## src/rtl/tree_pkg.sv

```systemverilog
// Shared definitions for operator-tree nodes: state encodings and default sizing.
package tree_pkg;

  localparam int DEF_W   = 16;
  localparam int DEF_TMO = 255;
  localparam int WDOG_W  = 16;

  typedef enum logic [1:0] {
    IDLE    = 2'd0,
    ZERO    = 2'd1,
    WAIT_LO = 2'd2,
    WAIT_HI = 2'd3
  } nodeState_t;

  typedef enum logic [1:0] {
    SUCC_IDLE = 2'd0,
    SUCC_BUSY = 2'd1,
    SUCC_CALC = 2'd2
  } succState_t;

endpackage

```

## src/rtl/node_edge_det.sv

```systemverilog
// Rising-edge detector for a node's start input; the history bit updates every cycle,
// so a level held high never produces a second edge.
module node_edge_det (
  input  logic CLK,
  input  logic RST,
  input  logic i_sig,
  output logic o_rise
);

  logic r_old;

  always_ff @(posedge CLK) begin
    if (RST) r_old <= 1'b0;
    else     r_old <= i_sig;
  end

  assign o_rise = i_sig & ~r_old;

endmodule

```

## src/rtl/node_iter_drive.sv

```systemverilog
// Iteration driver: applies its unary child CNT times, feeding each child result back
// as the next argument, so RES = f^CNT(IN). A per-iteration watchdog aborts a stuck child.
module node_iter_drive
  import tree_pkg::*;
#(
  parameter int W   = DEF_W,
  parameter int TMO = DEF_TMO
) (
  input  logic         CLK,
  input  logic         RST,
  input  logic         ST,
  input  logic [W-1:0] IN,
  input  logic [W-1:0] CNT,
  output logic         RD,
  output logic [W-1:0] RES,
  output logic         ERR,
  output logic         C_ST,
  output logic [W-1:0] C_IN,
  input  logic         C_RD,
  input  logic [W-1:0] C_RES
);

  localparam logic [WDOG_W-1:0] TMO_LAST = WDOG_W'(TMO - 1);

  nodeState_t        r_state, w_stateNext;
  logic [W-1:0]      r_acc, w_accNext;
  logic [W-1:0]      r_rem, w_remNext;
  logic [WDOG_W-1:0] r_wdog, w_wdogNext;
  logic              r_rd, w_rdNext;
  logic [W-1:0]      r_res, w_resNext;
  logic              r_err, w_errNext;
  logic              r_cSt, w_cStNext;
  logic [W-1:0]      r_cIn, w_cInNext;
  logic              w_start;
  logic              w_waiting;
  logic              w_timeout;
  logic              w_remOne;

  node_edge_det u_stEdge (
    .CLK    (CLK),
    .RST    (RST),
    .i_sig  (ST),
    .o_rise (w_start)
  );

  assign w_waiting = (r_state == WAIT_LO) || (r_state == WAIT_HI);
  assign w_timeout = w_waiting && (r_wdog == TMO_LAST);
  assign w_remOne  = (r_rem == W'(1));

  always_ff @(posedge CLK) begin
    if (RST) begin
      r_state <= IDLE;
      r_acc   <= '0;
      r_rem   <= '0;
      r_wdog  <= '0;
      r_rd    <= 1'b1;
      r_res   <= '0;
      r_err   <= 1'b0;
      r_cSt   <= 1'b0;
      r_cIn   <= '0;
    end else begin
      r_state <= w_stateNext;
      r_acc   <= w_accNext;
      r_rem   <= w_remNext;
      r_wdog  <= w_wdogNext;
      r_rd    <= w_rdNext;
      r_res   <= w_resNext;
      r_err   <= w_errNext;
      r_cSt   <= w_cStNext;
      r_cIn   <= w_cInNext;
    end
  end

  // Completion is only taken from WAIT_HI, so the child's idle RD=1 is never mistaken for a result.
  always_comb begin
    w_stateNext = r_state;
    case (r_state)
      IDLE:    if (w_start) w_stateNext = (CNT == '0) ? ZERO : WAIT_LO;
      ZERO:    w_stateNext = IDLE;
      WAIT_LO: begin
        if (w_timeout)  w_stateNext = IDLE;
        else if (!C_RD) w_stateNext = WAIT_HI;
      end
      WAIT_HI: begin
        if (w_timeout) w_stateNext = IDLE;
        else if (C_RD) w_stateNext = w_remOne ? IDLE : WAIT_LO;
      end
      default: w_stateNext = IDLE;
    endcase
  end

  always_comb begin
    w_accNext  = r_acc;
    w_remNext  = r_rem;
    w_wdogNext = r_wdog;
    w_rdNext   = r_rd;
    w_resNext  = r_res;
    w_errNext  = r_err;
    w_cStNext  = 1'b0;
    w_cInNext  = r_cIn;
    case (r_state)
      IDLE: begin
        if (w_start) begin
          w_accNext = IN;
          w_remNext = CNT;
          w_errNext = 1'b0;
          w_rdNext  = 1'b0;
          if (CNT != '0) begin
            w_cInNext  = IN;
            w_cStNext  = 1'b1;
            w_wdogNext = '0;
          end
        end
      end
      ZERO: begin
        w_resNext = r_acc;
        w_rdNext  = 1'b1;
      end
      WAIT_LO, WAIT_HI: begin
        w_wdogNext = r_wdog + WDOG_W'(1);
        if (w_timeout) begin
          w_errNext = 1'b1;
          w_resNext = r_acc;
          w_rdNext  = 1'b1;
        end else if ((r_state == WAIT_HI) && C_RD) begin
          w_accNext = C_RES;
          w_remNext = r_rem - W'(1);
          if (w_remOne) begin
            w_resNext = C_RES;
            w_rdNext  = 1'b1;
          end else begin
            w_cInNext  = C_RES;
            w_cStNext  = 1'b1;
            w_wdogNext = '0;
          end
        end
      end
      default: ;
    endcase
  end

  assign RD   = r_rd;
  assign RES  = r_res;
  assign ERR  = r_err;
  assign C_ST = r_cSt;
  assign C_IN = r_cIn;

endmodule

```

## config.mk

```make
export PLATFORM = sky130hd
export DESIGN_NAME = node_iter_drive
export DESIGN_NICKNAME = d
export VERILOG_FILES = /design/src/rtl/tree_pkg.sv /design/src/rtl/node_edge_det.sv /design/src/rtl/node_iter_drive.sv
export SDC_FILE = /design/constraint.sdc
export NUM_CORES = 1
export LEC_CHECK = 0
export ABC_AREA = 0
export CAP_MARGIN = 20
export CORE_UTILIZATION = 53
export CTS_BUF_LIST = sky130_fd_sc_hd__clkbuf_16
export DETAILED_ROUTE_END_ITERATION = 6
export PLACE_DENSITY = 0.83
export REMOVE_ABC_BUFFERS = 1
export SLEW_MARGIN = 20
export SYNTH_ARGS = -nofsm -noshare
export SYNTH_HDL_FRONTEND = slang
export SYNTH_SLANG_ARGS = --single-unit
```

## constraint.sdc

```tcl
create_clock -name CLK -period 5.3 [get_ports CLK]
set_input_delay 1.59 -clock CLK [delete_from_list [all_inputs] [get_ports CLK]]
set_output_delay 1.59 -clock CLK [all_outputs]
set_load 0.01 [all_outputs]
```

Yosys cells after proc, flatten, opt, wreduce, memory -nomap -nowiden:

Index checks and enable logic that the tools add are counted.

* memories: 0
* RAM bits: 0
* register bits: 86
* latch bits: 0
* bits in read-only memories: 0

* magnitude comparators: 0
* div/mod/pow operators: 0
* multiplexer cells: 45
* bitwise operators: 2
* $mul: 0
* shift operators: 0
* add/subtract/negate cells: 2
* eq/ne operators: 15
* reductions and logical operators: 16

Operators with widths (count)
* 16-bit 2-to-1 mux: 19
* 16-bit case mux with 2 select lines: 5
* 16-bit by 1-bit adder with 16-bit output, second input constant: 1
* 16-bit by 1-bit equality test with 1-bit output, second input constant: 1
* 16-bit by 8-bit equality test with 1-bit output, second input constant: 1
* 16-bit zero test: 1
* 16-bit nonzero test: 1
* 16-bit by 1-bit subtractor with 16-bit output, second input constant: 1
* 3-bit AND reduction: 5
* 2-bit 2-to-1 mux: 7
* 3-bit inequality test, second input constant: 4
* 1-bit 2-to-1 mux: 10
* 2-bit inequality test, second input constant: 5
* 2-bit case mux with 4 select lines: 1
* 6-bit AND reduction: 1
* 2-bit equality test, second input constant: 2
* 1-bit case mux with 2 select lines: 2
* 4-bit AND reduction: 1
* 2-bit nonzero test: 2
* 1-bit case mux with 3 select lines: 1
* 2-bit by 1-bit equality test with 1-bit output, second input constant: 1
* 1-bit logical AND: 2
* 2-bit zero test: 1
* 2-bit by 1-bit inequality test with 1-bit output, second input constant: 1
* 4 further kinds: 4

Longest topological paths before layout:

Gate-level depths: netlist of the first run.

* word-level depth: 5
* depth in mapped cells: 9
* gate-level depth less buffers: 7

Hierarchy:

A second synthesis of the first run with hierarchy kept.

* cells, all modules: 483
* area, all modules: 4299.1 µm²

Modules (own cells, without submodules)
* node_iter_drive: area each 4251.6 µm², times used 1, cells each 480, sequential area each 1701.6 µm²
* node_edge_det: area each 47.5 µm², times used 1, cells each 3, sequential area each 20.0 µm²

Worst setup path after synthesis of the first run:

Ideal clock, no wire load.

* kind: input to register
* from: input port ST
* to: register r_wdog[14]
* setup slack: 2240 ps
* setup time: 86 ps
* buffers on the path: 0
* cell stages on the path: 4
* data arrival time: 2975 ps
* cells stage by stage: nor3b_1 -> a21oi_1 -> or4b_2 -> a211oi_1

* word-level cells in the longest chain between the ends: 3

Ends and longest elaborated chain
* from (decl): line node_iter_drive.sv:11 `input logic ST,`
* 1-bit bitwise AND: line node_edge_det.sv:17 `assign o_rise = i_sig & ~r_old;`
* 2-bit by 1-bit inequality test with 1-bit output (no line)
* 3-bit AND reduction (no line)
* to (signal assigned): line node_iter_drive.sv:65 `r_wdog <= w_wdogNext;`
* to (decl): line node_iter_drive.sv:28 `logic [WDOG_W-1:0] r_wdog, w_wdogNext;`

Every way passes these cells.
A chain may end at the register's enable or synchronous reset.

Worst setup path in the final report of the first run:

* from: input port CNT[2]
* to: register r_cIn[0] (netlist: C_IN[0])

* word-level cells in the longest chain between the ends: 3

Ends and longest elaborated chain
* from (decl): line node_iter_drive.sv:13 `input logic [W-1:0] CNT,`
* 16-bit nonzero test: line node_iter_drive.sv:108 `if (CNT != '0) begin`
* 2-bit inequality test (no line)
* 6-bit AND reduction (no line)
* to (signal assigned): line node_iter_drive.sv:70 `r_cIn <= w_cInNext;`
* to (decl): line node_iter_drive.sv:33 `logic [W-1:0] r_cIn, w_cInNext;`

Every way passes these cells.

==> results of run 1 <==
[cell type report]
type / count / area [sq um]
clock buffer: 9 / 225
clock inverter: 7 / 73.8
fill: 643 / 2570
inverter: 24 / 90.1
multi-input combinational: 382 / 2490
sequential: 86 / 1720
tap: 105 / 131
timing repair buffer: 93 / 908
[cell families (layout without fill, tap and decap cells)]
group                      after synthesis  count (layout)  synth area share [%]
AOI/OAI and AO/OA                      147             147                  23.1
adders and majority gates                4               4                  1.11
muxes                                   35              35                  9.11
and+or+nand+nor                        194             194                  21.7
buffers and inverters                   61             133                  6.19
DFF                                     86              86                  38.4
xor gates and xnor gates                 2               2                 0.390
[worst register-to-register path, cell delays in order, from the launching register on]
cell,delay [ns]
dfxtp_1,0.39
or4_4,0.62
nor4_4,0.31
and3_1,0.56
o22a_1,0.22
buf_4,0.31
mux2_2,0.39
[power groups by stage]
stage	Clock, W	Combinational [W]	Sequential [W]
floorplan	0	0.000243	0.000790
global placement	0	0.000457	0.000768
detailed placement	0	0.000467	0.000769
CTS	0.000643	0.000470	0.000757
global route	0.000671	0.000516	0.000766
finish	0.000641	0.000473	0.000759
[through the flow]
step,power (W),utilization [%],cells,setup slack [ns],area (sq um)
3_5_place_dp,0.00124,65.1,690,1.37,5350
2_1_floorplan,0.00103,-,492,0.621,4300
5_1_grt,0.00195,68.7,706,1.52,5650
3_3_place_gp,0.00123,65.1,690,1.46,5350
6_report,0.00187,68.7,706,1.65,5650
4_1_cts,0.00187,68.7,706,1.69,5650
[metal layers]
| layer | part of all wire [%] | track usage, % | vias to the layer above | wire length, microns |
|---|---|---|---|---|
| met3 | 7.7 | 5.74 | 17 | 909 |
| met4 | 1.3 | 10.1 | 0 | 155 |
| met5 | 0 | 0 | - | 0 |
| li1 | - | - | 2074 | - |
| met2 | 46 | 44.8 | 203 | 5470 |
| met1 | 45 | 38.5 | 1993 | 5290 |
[sequential cells by signal (all words and copies together), names as in the netlist]
signal          count
RES                16
RD                  1
u_stEdge.r_old      1
r_wdog             16
r_state             2
r_acc              16
C_ST                1
ERR                 1
C_IN               16
r_rem              16
[final timing paths]
check                                             end  slack [ns]  cells after the start
worst max-delay path             C_IN[0]$_SDFFE_PP0P_        1.65                      7
worst min-delay path            r_rem[9]$_SDFFE_PP0P_        0.50                      2
worst max register to register   C_IN[0]$_SDFFE_PP0P_        2.39                      6
worst min register to register  r_rem[9]$_SDFFE_PP0P_        0.50                      2
[layout by cell type (no fill, tap or decap), types with 6 or more instances in the layout]
cell             Yosys  layout
a211oi_1            24      24
a21oi_1             25      25
buf_4                2       7
clkbuf_16            0       9
clkdlybuf4s50_1      0      85
dfxtp_1             86      85
inv_1               23      24
mux2_2               7       7
mux2_4              10      10
mux2i_1             18      18
nand2_1             44      44
nand3_1             10      10
nand4_1             10      10
nor2_1              53      53
nor2b_1             20      20
nor3_1              21      21
nor4_1               8       8
o211ai_1            11      11
o21ai_0             37      37
o221a_2             16      16
or3_1                6       6
==> results.yml, run 1 <==
yosys:
  synth-seq-cells: 86
  synth_edf_count: 0
  synthCells: 529
  synth_area_leader_cell: "dfxtp_1"
  yosys-top-cells-area: "dfxtp_1 38%, nor2_1 4.4%, o21ai_0 4.1%, mux2i_1 4.0%, a211oi_1 4.0%"
  synth_common_cells: "86 x dfxtp_1, 53 x nor2_1, 44 x nand2_1"
  ys_types: 66
  synthFlopType: "dfxtp_1"
  post_synth.cell_area_avg_sq_um: 8.49
  ys_seq_area_share_pct: 38.4
  yosysTopAreaCellShare_pct: 38.4
  yosysWarnings: 0
  syn_area_sq_mm: 0.00449
  synthArstFlopShare_pct: 0
  synth_most_common_cell: "dfxtp_1"
timing:
  finalHoldViolCount: 0
  rsz0062_at_grt: "no"
  holdWs_ns: 0.501
  fin_crit_sh_pct: 68.8
  maxSlewViolCount: 0
  maxSlewHeadroom_pct: 38.8
  fin_setup_tns_ns: 0
  fmax_mhz: 274
  report.final.setup_viol: 0
  skew_ns: 0.00688
  worst_slew_pin_slew_ns: 0.918
  period_needed_ns: 3.65
global_route:
  track_usage_pct: 28.5
  grt_max_degree: 70
  antenna_found_initial: 0
  grt_overflow: 0
  grt_pass1_wl_mm: 19.9
  grt_pass1_vias: 4144
power:
  pwr-share-comb_pct: 25.3
  internal_power_w: 0.00131
  peakVddDrop_mv: 0.187
  powerDensity_mw_per_mm2: 332
  p_switching_w: 0.000564
  clock_power_share_pct: 34.2
  seqPwrFrac_pct: 40.5
  p_sw_share_pct: 30.1
  p_leak_nw: 2.02
layout:
  antenna_cells: 0
  syn_to_final_growth_pct: 25.8
  final_nets: 652
  drive_gt1_share_pct: 11.3
run_status:
  status: "completed"
worst_setup_path:
  crit_start: "CNT[2]"
  worstSetupStartpointType: "input pin"
  critPathCaptureType: "flop"
  r2r_start: "r_rem[10]$_SDFFE_PP0P_"
  cp_cell_sequence: "clkdlybuf4s50_1, nor4_1, nand4_1, nand2_1, o22a_1, buf_4, mux2_2"
  crit_path_max_fanout: 16
  path_buf_inv: 2
  crit_slowest_cell: "clkdlybuf4s50_1"
  crit_arrival_ns: 3.87
  path_delay_family: "simple AND/OR/NAND/NOR gates"
  cpPeakStageDelay_ns: 0.44
  cp.required_ns: 5.52
  crit_type: "input pin to flop"
detailed_routing:
  drc: 0
  routedWlPerCell_microns: 16.7
  vias: 4287
  vias_per_cell: 6.07
  drt_first_pass_iters: 7
  drt_first_iter_violations: 337
  drt-total-wl_mm: 11.8
  ant_nets: 0
placed_design:
  portBuffers: 86
  gp_congestion: 0.958
  dpl.hpwl_mm: 7.87
clocking:
  cts.repair.resized: 0
  postCtsSetupBuffers: 0
  h-tree-depth: 3
  cts_hold_buf: 0
  clock-sinks: 86
  clock_latency_ns: 0.34
  root_buffer: "clkbuf_16"
  clock_path_buffers: 2
  cts_tree: "done"
  cts_buffers: 9
  clk_pin_slew_ns: 0.07
min_path:
  holdCritStartpoint: "r_rem[9]$_SDFFE_PP0P_"
  hold_class: "flop to flop"
floorplanning:
  ios: 87
  fp-row-count: 33
  die_area_sq_mm: 0.00884
  start_util_pct: 54.6
  die_h_microns: 94.0
  coreArea_sq_mm: 0.00822
  die_w_microns: 94.0
job:
  maxCapViolations: 0
Power figures use the tool's default switching activity.
==> inputs of run 2 (changes only) <==
--- a/config.mk
+++ b/config.mk
@@ -7,10 +7,10 @@
 export LEC_CHECK = 0
 export ABC_AREA = 0
 export CAP_MARGIN = 20
-export CORE_UTILIZATION = 53
+export CORE_UTILIZATION = 47
 export CTS_BUF_LIST = sky130_fd_sc_hd__clkbuf_16
 export DETAILED_ROUTE_END_ITERATION = 6
-export PLACE_DENSITY = 0.83
+export PLACE_DENSITY = 0.78
 export REMOVE_ABC_BUFFERS = 1
 export SLEW_MARGIN = 20
 export SYNTH_ARGS = -nofsm -noshare
==> constraint.sdc (replaced) <==
create_clock -name CLK -period 3.14 [get_ports CLK]
set_input_delay 0.942 -clock CLK [delete_from_list [all_inputs] [get_ports CLK]]
set_output_delay 0.942 -clock CLK [all_outputs]
set_load 0.01 [all_outputs]
==> results.yml, run 2 (synthesis gave the netlist of run 1 again) <==
clocking:
  clock-sinks: 86
  root_buffer: "clkbuf_16"
  cts_tree: "done"
  cts_hold_buf: 0
  clock_path_buffers: 2
  cts.repair.resized: 0
  postCtsSetupBuffers: 0
  clock_latency_ns: 0.34
  h-tree-depth: 3
  clk_pin_slew_ns: 0.06
  cts_buffers: 9
global_route:
  antenna_found_initial: 0
  grt_pass1_wl_mm: 20.0
  grt_pass1_vias: 4069
  grt_overflow: 0
  track_usage_pct: 25.2
  grt_max_degree: 65
run_status:
  status: "completed"
power:
  peakVddDrop_mv: 0.274
  powerDensity_mw_per_mm2: 560
  p_leak_nw: 2.08
floorplanning:
  fp-row-count: 35
  ios: 87
  start_util_pct: 48.6
  die_w_microns: 99.7
  die_area_sq_mm: 0.00995
  coreArea_sq_mm: 0.00924
  die_h_microns: 99.7
placed_design:
  gp_congestion: 0.898
  dpl.hpwl_mm: 8.36
  placed_cell_area_sq_mm: 0.00546
  portBuffers: 86
  place_ws_ns: 0.124
timing:
  skew_ns: 0.0106
  maxSlewHeadroom_pct: 44.7
  setup_slack_ns: 0.416
  fin_crit_sh_pct: 86.7
  fin_setup_tns_ns: 0
  report.final.setup_viol: 0
  finalHoldViolCount: 0
  fmax_mhz: 367
  maxSlewViolCount: 0
  worst_slew_pin_slew_ns: 0.821
  period_needed_ns: 2.72
  rsz0062_at_grt: "no"
worst_setup_path:
  worstSetupStartpointType: "input pin"
  r2r_slack_ns: 0.53
  critPathCaptureType: "flop"
  cp.required_ns: 3.38
  crit_arrival_ns: 2.97
  crit_path_max_fanout: 4
  r2r_start: "r_rem[10]$_SDFFE_PP0P_"
  crit_type: "input pin to flop"
  reg2reg_depth: 5
  r2r-end: "RES[1]$_SDFFE_PP0P_"
layout:
  drive_gt1_share_pct: 12.6
  antenna_cells: 0
  postLayoutCoreUtil_pct: 62.5
  fin_area_sq_mm: 0.00578
  final_nets: 662
  final_cell_mix: "85 x dfxtp_1, 85 x clkdlybuf4s50_1, 53 x nor2_1"
  syn_to_final_growth_pct: 28.7
  fill_cells: 773
detailed_routing:
  routedWlPerCell_microns: 16.4
  drt_first_pass_iters: 6
  ant_nets: 0
  drc: 0
  drt_first_iter_violations: 431
  vias_per_cell: 5.93
  vias: 4384
  drt-total-wl_mm: 12.1
min_path:
  holdCritStartpoint: "r_rem[15]$_SDFFE_PP0P_"
  holdPathStages: 2
  hold_class: "flop to flop"
  holdPathEnd: "r_rem[15]$_SDFFE_PP0P_"
job:
  maxCapViolations: 0
==> run 2: where the power goes <==
part / internal (W) / switching (W) / total [W]
clock: 0.000692 / 0.000440 / 0.00113
combinational: 0.000404 / 0.000417 / 0.000821
sequential: 0.00120 / 0.0000798 / 0.00128
total: 0.00230 / 0.000937 / 0.00324
==> run 2: stage by stage <==
stage          power (W)  hold slack, ns  std cells
2_1_floorplan    0.00174           0.442        492
3_5_place_dp     0.00211           0.477        724
5_1_grt          0.00337           0.508        739
6_report         0.00324           0.493        739
3_3_place_gp     0.00209           0.466        724
4_1_cts          0.00324           0.488        739
==> run 2: critical path, stage by stage <==
cell and delay (ns):
clkdlybuf4s50_1 0.51, nor3b_1 0.43, a21oi_1 0.18, or4b_2 0.64
a211oi_1 0.26
==> run 2: final cells by class <==
| class | instances | area [sq um] | share of cell area [%] |
|---|---|---|---|
| sequential | 86 | 1720 | 29.8 |
| multi-input combinational | 382 | 2490 | 43.2 |
| timing repair buffer | 103 | 996 | 17.2 |
| inverter | 24 | 90.1 | 1.56 |
| clock buffer | 9 | 225 | 3.90 |
| tap | 129 | 161 | 2.79 |
| clock inverter | 6 | 87.6 | 1.52 |
==> run 2: worst max-delay path by stage <==
stage | endpoint | from | cells after the start
after global placement | r_wdog[14]$_SDFFE_PP0P_ | ST | 5
after global routing | r_wdog[14]$_SDFFE_PP0P_ | ST | 5
after floorplan | r_rem[8]$_SDFFE_PP0P_ | r_state[1]$_SDFFE_PP0P_ | 5
final | r_wdog[14]$_SDFFE_PP0P_ | ST | 5
after detailed placement | r_wdog[14]$_SDFFE_PP0P_ | ST | 5
after CTS | r_wdog[14]$_SDFFE_PP0P_ | ST | 5
==> run 2: per-layer routing <==
metal	track usage (%)	up-vias	share of wire, %
met5	0	-	0
met4	9.50	0	1.6
met3	5.55	17	8.4
met2	39.8	213	46
met1	33.7	2039	44
li1	-	2115	-
